$ cat config.mk
export PLATFORM = sky130hd
export DESIGN_NAME = ieee_adder_sequencer
export DESIGN_NICKNAME = d
export VERILOG_FILES = /design/src/rtl/ieee_adder_sequencer_pkg.sv /design/src/rtl/ieee_adder_sequencer_rr_arbiter.sv /design/src/rtl/ieee_adder_sequencer.sv
export SDC_FILE = /design/constraint.sdc
export NUM_CORES = 1
export LEC_CHECK = 0
export BUFFER_PORTS_ARGS = -buffer_cell sky130_fd_sc_hd__clkbuf_2
export CORE_UTILIZATION = 60
export DETAILED_ROUTE_END_ITERATION = 10
export PLACE_DENSITY = 0.81
export RECOVER_POWER = 50
export REMOVE_ABC_BUFFERS = 1
export SYNTH_ARGS = -nofsm -noshare
export SYNTH_HDL_FRONTEND = slang
export SYNTH_HIERARCHICAL = 1
export SYNTH_SLANG_ARGS = --single-unit
$ cat constraint.sdc
create_clock -name clk -period 17.5 [get_ports clk]
set_input_delay 0 -clock clk [delete_from_list [all_inputs] [get_ports clk]]
set_output_delay 0 -clock clk [all_outputs]
set_load 0.02 [all_outputs]
$ cat src/rtl/ieee_adder_sequencer_pkg.sv
`default_nettype none
// +----------------------------------------------------------------------+
// | Module   : ieee_adder_sequencer_pkg                                  |
// | Purpose  : Shared widths, bit positions and FSM state encodings for  |
// |            the multi-cycle single-precision adder sequencer.         |
// | Revision : 1.0  initial release                                      |
// +----------------------------------------------------------------------+
package ieee_adder_sequencer_pkg;

  // Word layout of an IEEE-754 single-precision value
  localparam int C_WORD_W   = 32;
  localparam int C_EXP_W    = 8;
  localparam int C_FRAC_W   = 23;
  localparam int C_SIGN_BIT = 31;
  localparam int C_EXP_LSB  = 23;

  // Working significand: hidden bit + fraction + guard bits
  localparam int C_GUARD_W  = 3;
  localparam int C_SIG_W    = 27;

  localparam logic [C_EXP_W-1:0] C_EXP_MAX = 8'hFF;

  // Sequencer states, one per cycle
  typedef enum logic [2:0] {
    ST_IDLE = 3'd0,
    ST_PREP = 3'd1,
    ST_CMP  = 3'd2,
    ST_ADD  = 3'd3,
    ST_NORM = 3'd4,
    ST_PACK = 3'd5,
    ST_OUT  = 3'd6
  } state_t;

endpackage
`default_nettype wire

$ cat src/rtl/ieee_adder_sequencer_rr_arbiter.sv
`default_nettype none
// +----------------------------------------------------------------------+
// | Module   : ieee_adder_rr_arbiter                                     |
// | Purpose  : Two-way round-robin grant with a single priority bit.     |
// |            Priority passes to the other requester after each grant.  |
// | Revision : 1.0  initial release                                      |
// +----------------------------------------------------------------------+
module ieee_adder_rr_arbiter #(
  parameter int RR_INIT = 0
) (
  input  logic clk,
  input  logic rst_n,
  input  logic en,
  input  logic req0,
  input  logic req1,
  output logic gnt0,
  output logic gnt1
);

  // r_prio = index of the requester that wins a tie
  logic r_prio;

  // Grant the lone requester, or the priority holder on a tie
  always_comb begin
    gnt0 = en && req0 && (!req1 || !r_prio);
    gnt1 = en && req1 && (!req0 ||  r_prio);
  end

  // Hand priority to the requester that was not just served
  always_ff @(posedge clk) begin
    if (!rst_n) begin
      r_prio <= (RR_INIT != 0);
    end else if (gnt0) begin
      r_prio <= 1'b1;
    end else if (gnt1) begin
      r_prio <= 1'b0;
    end
  end

endmodule
`default_nettype wire

$ cat src/rtl/ieee_adder_sequencer.sv
`default_nettype none
// +----------------------------------------------------------------------+
// | Module   : ieee_adder_sequencer                                      |
// | Purpose  : Two-requester, multi-cycle IEEE-754 single add/subtract.  |
// |            Round toward zero, overflow saturates to infinity.        |
// |            IEEE_ADDER_NORMALIZE_EN adds a left-normalising NORM      |
// |            state; without it results may be packed unnormalised.    |
// | Revision : 1.0  initial release                                      |
// +----------------------------------------------------------------------+
module ieee_adder_sequencer
  import ieee_adder_sequencer_pkg::*;
#(
  parameter int RR_INIT = 0
) (
  input  logic        clk,
  input  logic        rst_n,
  input  logic        req0_valid,
  output logic        req0_ready,
  input  logic [31:0] req0_a,
  input  logic [31:0] req0_b,
  input  logic        req0_sub,
  input  logic        req1_valid,
  output logic        req1_ready,
  input  logic [31:0] req1_a,
  input  logic [31:0] req1_b,
  input  logic        req1_sub,
  output logic        res_valid,
  input  logic        res_ready,
  output logic [31:0] res_data,
  output logic        res_id,
  output logic        res_ovf,
  output logic        res_unnorm
);

  state_t r_state, w_next;
  logic   w_gnt0, w_gnt1, w_accept;

  // Latched request
  logic [C_WORD_W-1:0] r_op_a, r_op_b;
  logic                r_sub, r_id;
  // Unpacked operands
  logic                r_a_sign, r_b_sign;
  logic [C_EXP_W-1:0]  r_a_exp, r_b_exp;
  logic [C_SIG_W-1:0]  r_a_sig, r_b_sig;
  // Ordered operands and working result
  logic                r_big_sign, r_small_sign, r_sign, r_ovf;
  logic [C_SIG_W-1:0]  r_big_sig, r_small_sig, r_sig;
  logic [C_EXP_W-1:0]  r_exp, r_shift;
  // Adder stage
  logic [C_SIG_W-1:0]  w_aligned, w_add_sig;
  logic [C_SIG_W:0]    w_sum;
  logic [C_EXP_W:0]    w_add_exp;
  logic                w_add_ovf;

  // Arbitration is only open in IDLE and never while reset is held
  ieee_adder_rr_arbiter #(.RR_INIT(RR_INIT)) u_arb (
    .clk   (clk),
    .rst_n (rst_n),
    .en    ((r_state == ST_IDLE) && rst_n),
    .req0  (req0_valid),
    .req1  (req1_valid),
    .gnt0  (w_gnt0),
    .gnt1  (w_gnt1)
  );

  assign req0_ready = w_gnt0;
  assign req1_ready = w_gnt1;
  assign w_accept   = w_gnt0 || w_gnt1;

  // Align, add or subtract, and fold a carry-out back into range
  always_comb begin
    w_aligned = (r_shift >= C_EXP_W'(C_SIG_W)) ? '0 : (r_small_sig >> r_shift);
    if (r_big_sign == r_small_sign) begin
      w_sum = {1'b0, r_big_sig} + {1'b0, w_aligned};
    end else begin
      // Ordering guarantees big >= aligned, so no borrow
      w_sum = {1'b0, r_big_sig} - {1'b0, w_aligned};
    end
    if (w_sum[C_SIG_W]) begin
      w_add_sig = w_sum[C_SIG_W:1];
      w_add_exp = {1'b0, r_exp} + 1'b1;
    end else begin
      w_add_sig = w_sum[C_SIG_W-1:0];
      w_add_exp = {1'b0, r_exp};
    end
    w_add_ovf = (w_add_exp >= {1'b0, C_EXP_MAX});
  end

  // State register
  always_ff @(posedge clk) begin
    if (!rst_n) r_state <= ST_IDLE;
    else        r_state <= w_next;
  end

  // Next-state and result-valid decode
  always_comb begin
    w_next    = r_state;
    res_valid = 1'b0;
    case (r_state)
      ST_IDLE: if (w_accept) w_next = ST_PREP;
      ST_PREP: w_next = ST_CMP;
      ST_CMP:  w_next = ST_ADD;
`ifdef IEEE_ADDER_NORMALIZE_EN
      ST_ADD: begin
        // Overflow and exact cancellation skip normalisation
        if (!w_add_ovf && (w_add_sig != '0) && !w_add_sig[C_SIG_W-1] &&
            (w_add_exp != '0))
          w_next = ST_NORM;
        else
          w_next = ST_PACK;
      end
      // Stay only while the shift about to happen still leaves bit 26 clear
      ST_NORM: w_next = ((r_exp > 8'd1) && !r_sig[C_SIG_W-2]) ? ST_NORM : ST_PACK;
`else
      ST_ADD:  w_next = ST_PACK;
`endif
      ST_PACK: w_next = ST_OUT;
      ST_OUT: begin
        res_valid = 1'b1;
        if (res_ready) w_next = ST_IDLE;
      end
      default: w_next = ST_IDLE;
    endcase
  end

  // Datapath: one stage of work per state, result registers loaded in PACK
  always_ff @(posedge clk) begin
    if (!rst_n) begin
      r_op_a <= '0; r_op_b <= '0; r_sub <= 1'b0; r_id <= 1'b0;
      r_a_sign <= 1'b0; r_b_sign <= 1'b0; r_a_exp <= '0; r_b_exp <= '0;
      r_a_sig <= '0; r_b_sig <= '0;
      r_big_sign <= 1'b0; r_small_sign <= 1'b0; r_sign <= 1'b0; r_ovf <= 1'b0;
      r_big_sig <= '0; r_small_sig <= '0; r_sig <= '0; r_exp <= '0; r_shift <= '0;
      res_data <= '0; res_id <= 1'b0; res_ovf <= 1'b0; res_unnorm <= 1'b0;
    end else begin
      case (r_state)
        ST_IDLE: begin
          if (w_gnt0) begin
            r_op_a <= req0_a; r_op_b <= req0_b; r_sub <= req0_sub; r_id <= 1'b0;
          end else if (w_gnt1) begin
            r_op_a <= req1_a; r_op_b <= req1_b; r_sub <= req1_sub; r_id <= 1'b1;
          end
        end
        ST_PREP: begin
          r_a_sign <= r_op_a[C_SIGN_BIT];
          r_b_sign <= r_op_b[C_SIGN_BIT] ^ r_sub;
          r_a_exp  <= r_op_a[C_EXP_LSB +: C_EXP_W];
          r_b_exp  <= r_op_b[C_EXP_LSB +: C_EXP_W];
          r_a_sig  <= {(r_op_a[C_EXP_LSB +: C_EXP_W] != '0), r_op_a[C_FRAC_W-1:0],
                       {C_GUARD_W{1'b0}}};
          r_b_sig  <= {(r_op_b[C_EXP_LSB +: C_EXP_W] != '0), r_op_b[C_FRAC_W-1:0],
                       {C_GUARD_W{1'b0}}};
        end
        ST_CMP: begin
          if ({r_a_exp, r_a_sig} >= {r_b_exp, r_b_sig}) begin
            r_big_sign <= r_a_sign; r_big_sig <= r_a_sig;
            r_small_sign <= r_b_sign; r_small_sig <= r_b_sig;
            r_exp <= r_a_exp; r_shift <= r_a_exp - r_b_exp;
          end else begin
            r_big_sign <= r_b_sign; r_big_sig <= r_b_sig;
            r_small_sign <= r_a_sign; r_small_sig <= r_a_sig;
            r_exp <= r_b_exp; r_shift <= r_b_exp - r_a_exp;
          end
        end
        ST_ADD: begin
          r_sign <= r_big_sign;
          r_sig  <= w_add_sig;
          r_exp  <= w_add_exp[C_EXP_W-1:0];
          r_ovf  <= w_add_ovf;
        end
`ifdef IEEE_ADDER_NORMALIZE_EN
        ST_NORM: begin
          if (r_exp > 8'd1) begin
            r_sig <= r_sig << 1;
            r_exp <= r_exp - 8'd1;
          end else begin
            // Cannot go below the minimum exponent: becomes a denormal
            r_exp <= '0;
          end
        end
`endif
        ST_PACK: begin
          res_id <= r_id;
          if (r_ovf) begin
            res_data   <= {r_sign, C_EXP_MAX, {C_FRAC_W{1'b0}}};
            res_ovf    <= 1'b1;
            res_unnorm <= 1'b0;
          end else if (r_sig == '0) begin
            // Exact cancellation always gives +0
            res_data   <= '0;
            res_ovf    <= 1'b0;
            res_unnorm <= 1'b0;
          end else begin
            res_data   <= {r_sign, r_exp, r_sig[C_SIG_W-2 -: C_FRAC_W]};
            res_ovf    <= 1'b0;
`ifdef IEEE_ADDER_NORMALIZE_EN
            res_unnorm <= 1'b0;
`else
            res_unnorm <= !r_sig[C_SIG_W-1] && (r_exp != '0);
`endif
          end
        end
        default: ;
      endcase
    end
  end

endmodule
`default_nettype wire

* Word-level counts from Yosys, hierarchy flattened
Index checks and enable logic that the tools add are counted.
Storage, ports and cells: word-level logic and storage cells 95, bits of input ports 135, output and inout port bits 38, register bits after elaboration 272
Cells by class: reductions and logical operators 22, bitwise gates (word level) 1, add/subtract/negate cells 5, muxes and demuxes 30, equal/unequal tests 8, magnitude comparators 3, shifts and indexed selects 1
Operator list (count):
- 2-to-1 mux 32 bit | 6
- 2-to-1 mux 27 bit | 4
- >= comparator 35 bit | 1
- adder 27 x 27 -> 28 bit | 1
- 2-to-1 mux 28 bit | 1
- subtractor 27 x 27 -> 28 bit | 1
- zero test 27 bit | 1
- >> shifter 27 x 8 -> 27 bit | 1
- nonzero test 8 bit | 3
- one-hot mux 3 bit (6 select lines) | 1
- 2-to-1 mux 8 bit | 2
- one-hot mux 8 bit (2 select lines) | 1
- subtractor 8 bit | 2
- 2-to-1 mux 1 bit | 12
- adder 8 x 1 -> 9 bit, second input constant | 1
- >= comparator 9 x 8 -> 1 bit, second input constant | 1
- 2-to-1 mux 9 bit | 1
- >= comparator 8 x 5 -> 1 bit, second input constant | 1
- == test 3 x 2 -> 1 bit, second input constant | 2
- == test 3 bit, second input constant | 2
- logical AND 1 bit | 6
- 2-to-1 mux 3 bit | 2
- zero test 1 bit | 4
- inequality test 2 bit, second input constant | 2
- other kinds (7) | 11

* Depth between registers and ports, before layout
Gate-level depths: netlist of run 1.
word-level depth 7, gate-level depth with buffers 28, mapped depth without buffers 24

* By module
The synthesis of run 1 kept the hierarchy.
By module, submodules not included:
- ieee_adder_sequencer | area each 15481.1 µm², sequential area each 5305.1 µm², cells each 1888, instances 1
- ieee_adder_rr_arbiter | area each 58.8 µm², sequential area each 20.0 µm², cells each 9, instances 1

* Worst setup path after synthesis of run 1
Ideal clock, no wire load.
path kind register to register, from reg r_shift[0], to reg r_ovf, period minus slack after synthesis 5.575 ns, required time 17.425 ns, arrival time 5.500 ns, cell stages (with the launch flop) 25, slack 11.925 ns, setup time 0.075 ns, path buffers 3, cells stage by stage dfxtp_1 -> buf_6 -> buf_6 -> mux2i_2 -> o221ai_1 -> a31o_1 -> a221o_1 -> nor2_2 -> nand2_1 -> or2_2 -> nor3_1 -> nor2_1 -> a21oi_1 -> nor2_1 -> ha_1 -> a21o_1 -> a2111oi_0 -> a21oi_1 -> a221oi_1 -> o21bai_1 -> xnor2_1 -> buf_2 -> mux2i_1 -> o2111ai_1 -> o22ai_1
Between the ends: cells in the longest elaborated chain, start to end 6, elaborated cells between the ends (all ways) 8, those cells by class add/sub: 2; order compare: 2; shift: 1; mux: 3
RTL lines:
- start, declared | line ieee_adder_sequencer.sv:48 | logic [C_EXP_W-1:0] r_exp, r_shift;
- start signal, assigned | line ieee_adder_sequencer.sv:158 | r_exp <= r_a_exp; r_shift <= r_a_exp - r_b_exp;
- start signal, assigned | line ieee_adder_sequencer.sv:162 | r_exp <= r_b_exp; r_shift <= r_b_exp - r_a_exp;
- >> shifter 27 x 8 -> 27 bit or >= comparator 8 x 5 -> 1 bit (tied branches) | line ieee_adder_sequencer.sv:72 | w_aligned = (r_shift >= C_EXP_W'(C_SIG_W)) ? '0 : (r_small_sig >> r_shift);
- 2-to-1 mux 27 bit * | line ieee_adder_sequencer.sv:72
- subtractor 27 x 27 -> 28 bit or adder 27 x 27 -> 28 bit (tied branches) | line ieee_adder_sequencer.sv:77, ieee_adder_sequencer.sv:74
- 2-to-1 mux 28 bit * | line ieee_adder_sequencer.sv:73 | if (r_big_sign == r_small_sign) begin
- 2-to-1 mux 9 bit * | line ieee_adder_sequencer.sv:79 | if (w_sum[C_SIG_W]) begin
- >= comparator 9 x 8 -> 1 bit * | line ieee_adder_sequencer.sv:86 | w_add_ovf = (w_add_exp >= {1'b0, C_EXP_MAX});
- end signal, assigned | line ieee_adder_sequencer.sv:169 | r_ovf <= w_add_ovf;
- end, declared | line ieee_adder_sequencer.sv:46 | logic r_big_sign, r_small_sign, r_sign, r_ovf;
Every way passes the cells marked *; elsewhere a longest branch is shown, timed or not. A chain may end at the register's enable or synchronous reset.

==> results of run 1 <==
metal layers:
| metal | share of wire | track usage | up-vias | wire [um] |
|---|---|---|---|---|
| li1 | - | - | 7298 | - |
| met5 | 0 | 0 | - | 0 |
| met2 | 0.48 | 0.568 | 512 | 21400 |
| met3 | 0.057 | 0.0481 | 120 | 2590 |
| met4 | 0.037 | 0.136 | 0 | 1680 |
| met1 | 0.43 | 0.429 | 7105 | 19400 |
synth_stat cells, drive strengths merged (13+ instances only):
cell and number:
a211oi 129, clkbuf 113, o22ai 15, a21o 20, nor2 205, nor4 13
xor2 15, a31oi 16, mux2i 177, ha 66, a21oi 171, dfxtp 266
nand2 212, a22oi 31, nor3 23, o21ai 82, nand4 16, inv 68
buf 25, nand3 21, xnor2 35, nand2b 13
per-stage QoR:
step | power [W] | hold slack, ns | area, um^2
2_1_floorplan | 0.00147 | 0.116 | 15000
3_5_place_dp | 0.00158 | 0.278 | 16500
3_3_place_gp | 0.00156 | 0.269 | 16500
6_report | 0.00226 | 0.316 | 18700
4_1_cts | 0.00223 | 0.289 | 18800
5_1_grt | 0.00238 | 0.320 | 18700
report_power, final:
part	leakage (nW)	switching (W)	internal (W)	total (W)
Clock	0.468	0.000249	0.000371	0.000620
Combinational	4.52	0.000545	0.000374	0.000918
Sequential	2.16	0.0000614	0.000660	0.000722
worst max-delay path, stage by stage:
cell	delay, ns
clkbuf_1	1.56
clkinvlp_2	2.76
clkbuf_1	1.55
clkbuf_1	1.57
or3_1	0.86
a211o_1	0.29
o211ai_1	0.08
sequential cells by signal, indices dropped and copies added (netlist names), 3 cells and up:
register     cells
r_a_exp          8
r_state          3
res_data        32
r_op_b          32
r_op_a          32
r_big_sig       24
r_b_sig         24
r_exp            8
r_b_exp          8
r_sig           27
r_small_sig     24
r_shift          8
r_a_sig         24
cell type report:
class	count	area, um^2	share of cell area
Antenna cell	1	2.50	0.000134
Clock buffer	39	823	0.0441
Tap cell	330	413	0.0221
Timing Repair Buffer	324	2280	0.122
Inverter	69	260	0.0139
Sequential cell	266	5330	0.285
Clock inverter	10	138	0.00736
Multi-Input combinational cell	1424	9450	0.505
final timing paths:
path	depth (start not counted)	start	end	slack, ns
setup / recovery	7	rst_n	r_shift[6]$_SDFFE_PN0P_	9.26
hold / removal	4	req0_b[5]	r_op_b[5]$_SDFFE_PN0P_	0.32
setup reg to reg	22	r_shift[0]$_SDFFE_PN0P_	r_sig[0]$_SDFFE_PN0P_	10.53
hold reg to reg	2	r_op_b[0]$_SDFFE_PN0P_	r_b_sig[3]$_SDFFE_PN0N_	0.45
cell families (layout without fill, tap and decap cells):
family,after synthesis,after routing,synth area share
adder cells (fa/ha/maj),69,69,0.0570
AO/OA/AOI/OAI,547,547,0.227
other,0,1,0
multiplexers,194,194,0.132
buffers and inverters,207,442,0.0520
flip-flops,266,266,0.343
XOR/XNOR,50,50,0.0282
AND/OR/NAND/NOR,564,564,0.161
==> metrics.txt, run 1 <==
Max Clock Skew=between 0.01 and 0.015 ns; DP Wirelength=28.3 mm; largest net degree at the start of global routing=around 100; most frequent cells in the layout=dfxtp_1, nand2_1, nor2_1, mux2i_1, a21oi_1; GRT overflow=0; Setup TNS=0 ns; initial antenna violation count=2; Yosys top cell area share=0.343; Peak VDD IR=0.106 mV; GRT Total Usage=0.336; post-layout util=0.738; core area=25300 um^2; LEAKAGE=a little over 7 nW; Worst-Skew Late Latency=0.55 ns; Slew HR=-1.40; share of layout cells above drive strength 1=0.108; Ys Warns=6; Ports=between 150 and 200; status=finished, violations left; mean post-synth cell area=8.19 um^2; full die area=26500 um^2; Final WS setup=around 9.3 ns; Worst Path Class, Setup=in2reg; Critical Path AT=8.70 ns; Setup violations, final=0; Num CTS Buffers=28; CTS clk-pin slew, worst paths=~0.060 ns; RSZ-0062 raised after global routing=false; fin nets=approximately 2300; final antenna-violating net count=0; WP data required=17.96 ns; CTS resizes=0; initial core utilization=0.614; Synth area leader=dfxtp_1; fmax=~120 MHz; Post-Route WL=45.1 mm; via count=approximately 15000; wire length per cell=around 18 um; placed cells=approximately 2300; Root Driver=clkbuf_16; Seq/Total Area, Yosys=0.343; Cell Rows=58; DRC viols=0; first-pass GRT wire length=72.5 mm; library cells used by synthesis=78; area delta synth->final=20.3%; Post-Syn Area=15500 um^2; Main synth FF type=dfxtp_1; vias in the first global route=roughly 14000; MaxCap Viol Count=6; final worst-path cycle share=0.471; final hold vios=0; Post-synth EDFFs=0; TritonCTS Sinks=roughly 270; Synth Register Bits=between 200 and 300; Detailed Routing Iterations Pass 1=6; hold-fix buffer count after cts=134; Post-synth ARST share=0; Setup Slack @ Placement=10.63 ns; Die W=between 150 and 200 um; CTS tree=yes; leading post-synthesis cells by cell area=dfxtp_1, mux2i_1, a211oi_1; worst hold path type=in2reg; PD cells=between 100 and 150 nW/um^2; Max Transition Viols Final=372; Post-CTS Setup Inserts=0; Critical Path Sink Type=flop; CP Launch Type=input port; crit path max fanout=between 80 and 90; GPL Wtd Cong=approximately 1; Post-Synthesis Cells=between 1500 and 2000; Vias/cell=6.10; failing checks=capacitance limit, slew limit; Finished Layout Cells=~2500; Die Span Y=~160 um; measured slew at the worst slew-check pin=between 3 and 4 ns; final critical-path required period=roughly 8.2 ns; most common cell after layout, fill and taps aside=dfxtp_1; port bufs=between 150 and 200; fill count=between 1500 and 2000; H-tree depth=1; Iteration-0 DRC Markers=about 1200; CTS max path bufs=3
No activity file was read; power rests on OpenSTA's default activity.
==> run 2: changes to the inputs <==
--- a/config.mk
+++ b/config.mk
@@ -6,9 +6,9 @@
 export NUM_CORES = 1
 export LEC_CHECK = 0
 export BUFFER_PORTS_ARGS = -buffer_cell sky130_fd_sc_hd__clkbuf_2
-export CORE_UTILIZATION = 60
+export CORE_UTILIZATION = 54
 export DETAILED_ROUTE_END_ITERATION = 10
-export PLACE_DENSITY = 0.81
+export PLACE_DENSITY = 0.77
 export RECOVER_POWER = 50
 export REMOVE_ABC_BUFFERS = 1
 export SYNTH_ARGS = -nofsm -noshare
==> constraint.sdc (replaced) <==
create_clock -name clk -period 7.5 [get_ports clk]
set_input_delay 0 -clock clk [delete_from_list [all_inputs] [get_ports clk]]
set_output_delay 0 -clock clk [all_outputs]
set_load 0.02 [all_outputs]
==> metrics.txt, run 2 (synthesis gave the netlist of run 1 again) <==
status=finished, violations left; failing checks=capacitance limit, slew limit; Setup Slack @ Placement=0.887 ns (-9.74 ns); Cell Rows=61 (+5.2%); fin nets=2321 (+0.17%); port bufs=172 (unchanged); Detailed Routing Iterations Pass 1=5 (-1); Root Driver=clkbuf_16; final hold vios=0 (unchanged); WHS=0.0533 ns (-0.263 ns); Setup violations, final=0 (unchanged); Iteration-0 DRC Markers=1048 (-16%); Critical Path AT=7.26 ns (-1.44 ns); Peak VDD IR=0.207 mV (+94%); fill count=2285 (+21%); reg-to-reg endpoint=r_sig[0]$_SDFFE_PN0P_; Post-CTS Setup Inserts=0 (unchanged); CP max stage delay=0.99 ns (-1.77 ns); Vias/cell=5.82 (-4.6%); Num CTS Buffers=29 (+3.6%); wire length per cell=16.6 um (-9.4%); WP data required=7.97 ns (-9.99 ns); core area=28000 um^2 (+11%); final instance area=18800 um^2 (+0.80%); GRT Total Usage=0.280 (-0.0564); stages on the worst setup path=20 (+13); final critical-path required period=around 6.8 ns; CTS max path bufs=3 (unchanged); most frequent cells in the layout=dfxtp_1, nand2_1, nor2_1, mux2i_1, a21oi_1; share of layout cells above drive strength 1=0.109 (+0.00110); Die W=172 um (+5.3%); measured slew at the worst slew-check pin=4.06 ns (+0.454 ns); r2r setup slk=0.71 ns (-9.82 ns); PD cells=283 nW/um^2 (+130%); crit path max fanout=40 (-51%); R2R cell count=20 (-9.1%); vias in the first global route=13600 (-5.5%); most used cell, CP=a21oi_1; Worst-Skew Late Latency=0.56 ns (about the same); initial core utilization=0.555 (-0.0588); diode count=0 (-1); full die area=29500 um^2 (+11%); initial antenna violation count=0 (-2); largest net degree at the start of global routing=106 (+1.9%); CTS tree=yes; fmax=around 150 MHz; LEAKAGE=7.20 nW (+0.66%); Cell Chain, Critical Path=mux4_2, and2_1, mux4_2, o211ai_2, nor4b_4, nand3b_2, nor3_1, nor2_1, a21oi_1, nor2_1, ha_1, a21o_1, a2111oi_0, a21oi_1, a221oi_1, o21bai_1, xnor2_2, buf_4, mux2_1, a21oi_1; Post-Route WL=41.7 mm (-7.5%); TritonCTS Sinks=266 (unchanged); CTS resizes=0 (unchanged); GPL Wtd Cong=0.918 (-5.4%); first-pass GRT wire length=67.5 mm (-6.9%); Critical Path Sink Type=flop; Die Span Y=172 um (+5.3%); Worst Setup SP=r_shift[0]$_SDFFE_PN0P_; Worst Path Class, Setup=reg2reg; Ports=173 (unchanged); DRC viols=0 (unchanged); CTS clk-pin slew, worst paths=0.06 ns (about the same); CP max-delay cell=dfxtp_2; R2R Path Start=r_shift[0]$_SDFFE_PN0P_; Final WS setup=0.714 ns (-8.54 ns); MaxCap Viol Count=5 (-1); RSZ-0062 raised after global routing=false; final worst-path cycle share=0.905; Max Transition Viols Final=280 (-25%); area post-placement=16500 um^2 (+0.50%); via count=14600 (-2.6%); Slew HR=-1.70 (-0.303); Total Power=0.00533 W (+140%); final antenna-violating net count=0 (unchanged); CP Launch Type=flop; top cell family by delay on the critical path=compound AO/OA/AOI/OAI gates; H-tree depth=1 (unchanged); area delta synth->final=21.2%; crit path to=r_sig[0]$_SDFFE_PN0P_; DP Wirelength=28.2 mm (-0.19%); GRT overflow=0 (unchanged); Setup TNS=0 ns (unchanged); Max Clock Skew=0.0121 ns (-0.00264 ns); most common cell after layout, fill and taps aside=dfxtp_1; Buf/Inv on CP=1 (-3); Largest regs=r_op_a x32, r_op_b x32, res_data x32; worst hold path type=in2reg
==> run 2: layer usage <==
metal  routed length, um  track usage  vias to the layer above
li1                    -            -                     7298
met1               19000        0.370                     6896
met2               19700        0.481                      387
met3                1930       0.0315                       65
met4                1020       0.0722                        0
met5                   0            0                        -
==> run 2: worst min-delay path by stage <==
stage,startpoint,end,slack [ns],depth (start not counted)
4_1_cts,rst_n,r_a_sig[26]$_SDFFE_PN0N_,0.05,4
3_3_place_gp,req1_valid,u_arb/r_prio$_SDFFE_PN0P_,0.27,2
6_report,rst_n,res_data[26]$_SDFFE_PN0N_,0.05,4
2_1_floorplan,req1_valid,u_arb/r_prio$_SDFFE_PN0P_,0.12,1
5_1_grt,rst_n,r_exp[4]$_SDFFE_PN0P_,0.1,4
3_5_place_dp,req1_valid,u_arb/r_prio$_SDFFE_PN0P_,0.29,2
==> run 2: timing repair <==
action,in CTS,in global routing
hold buffers,134,0
setup endpoints to repair,0,0
endpoints found under the hold margin,69,0
==> run 2: power breakdown <==
part	internal (W)	switching [W]	total, W
Clock	0.000952	0.000587	0.00154
Sequential	0.00154	0.000144	0.00168
Combinational	0.000877	0.00122	0.00210
==> run 2: cell type report <==
class / instances / area (um^2) / area share
tap: 378 / 473 / 0.0251
timing repair buffer: 327 / 2300 / 0.122
clock inverter: 9 / 184 / 0.00976
multi-input combinational: 1424 / 9440 / 0.501
inverter: 69 / 264 / 0.0140
sequential: 266 / 5330 / 0.283
clock buffer: 43 / 848 / 0.0450
==> run 2: stage by stage <==
| stage | utilization | cells |
|---|---|---|
| 6_report | 0.673 | 2516 |
| 5_1_grt | 0.673 | 2516 |
| 4_1_cts | 0.675 | 2516 |
| 3_5_place_dp | 0.591 | 2330 |
| 3_3_place_gp | 0.591 | 2330 |
| 2_1_floorplan | - | 1759 |
==> run 2: worst min-delay path, delay by kind of cell <==
| family | cells | cell delay, ns |
|---|---|---|
| buffers and inverters | 2 | 0.36 |
| AND/OR/NAND/NOR | 1 | 0.04 |
| AO/OA/AOI/OAI | 1 | 0.14 |
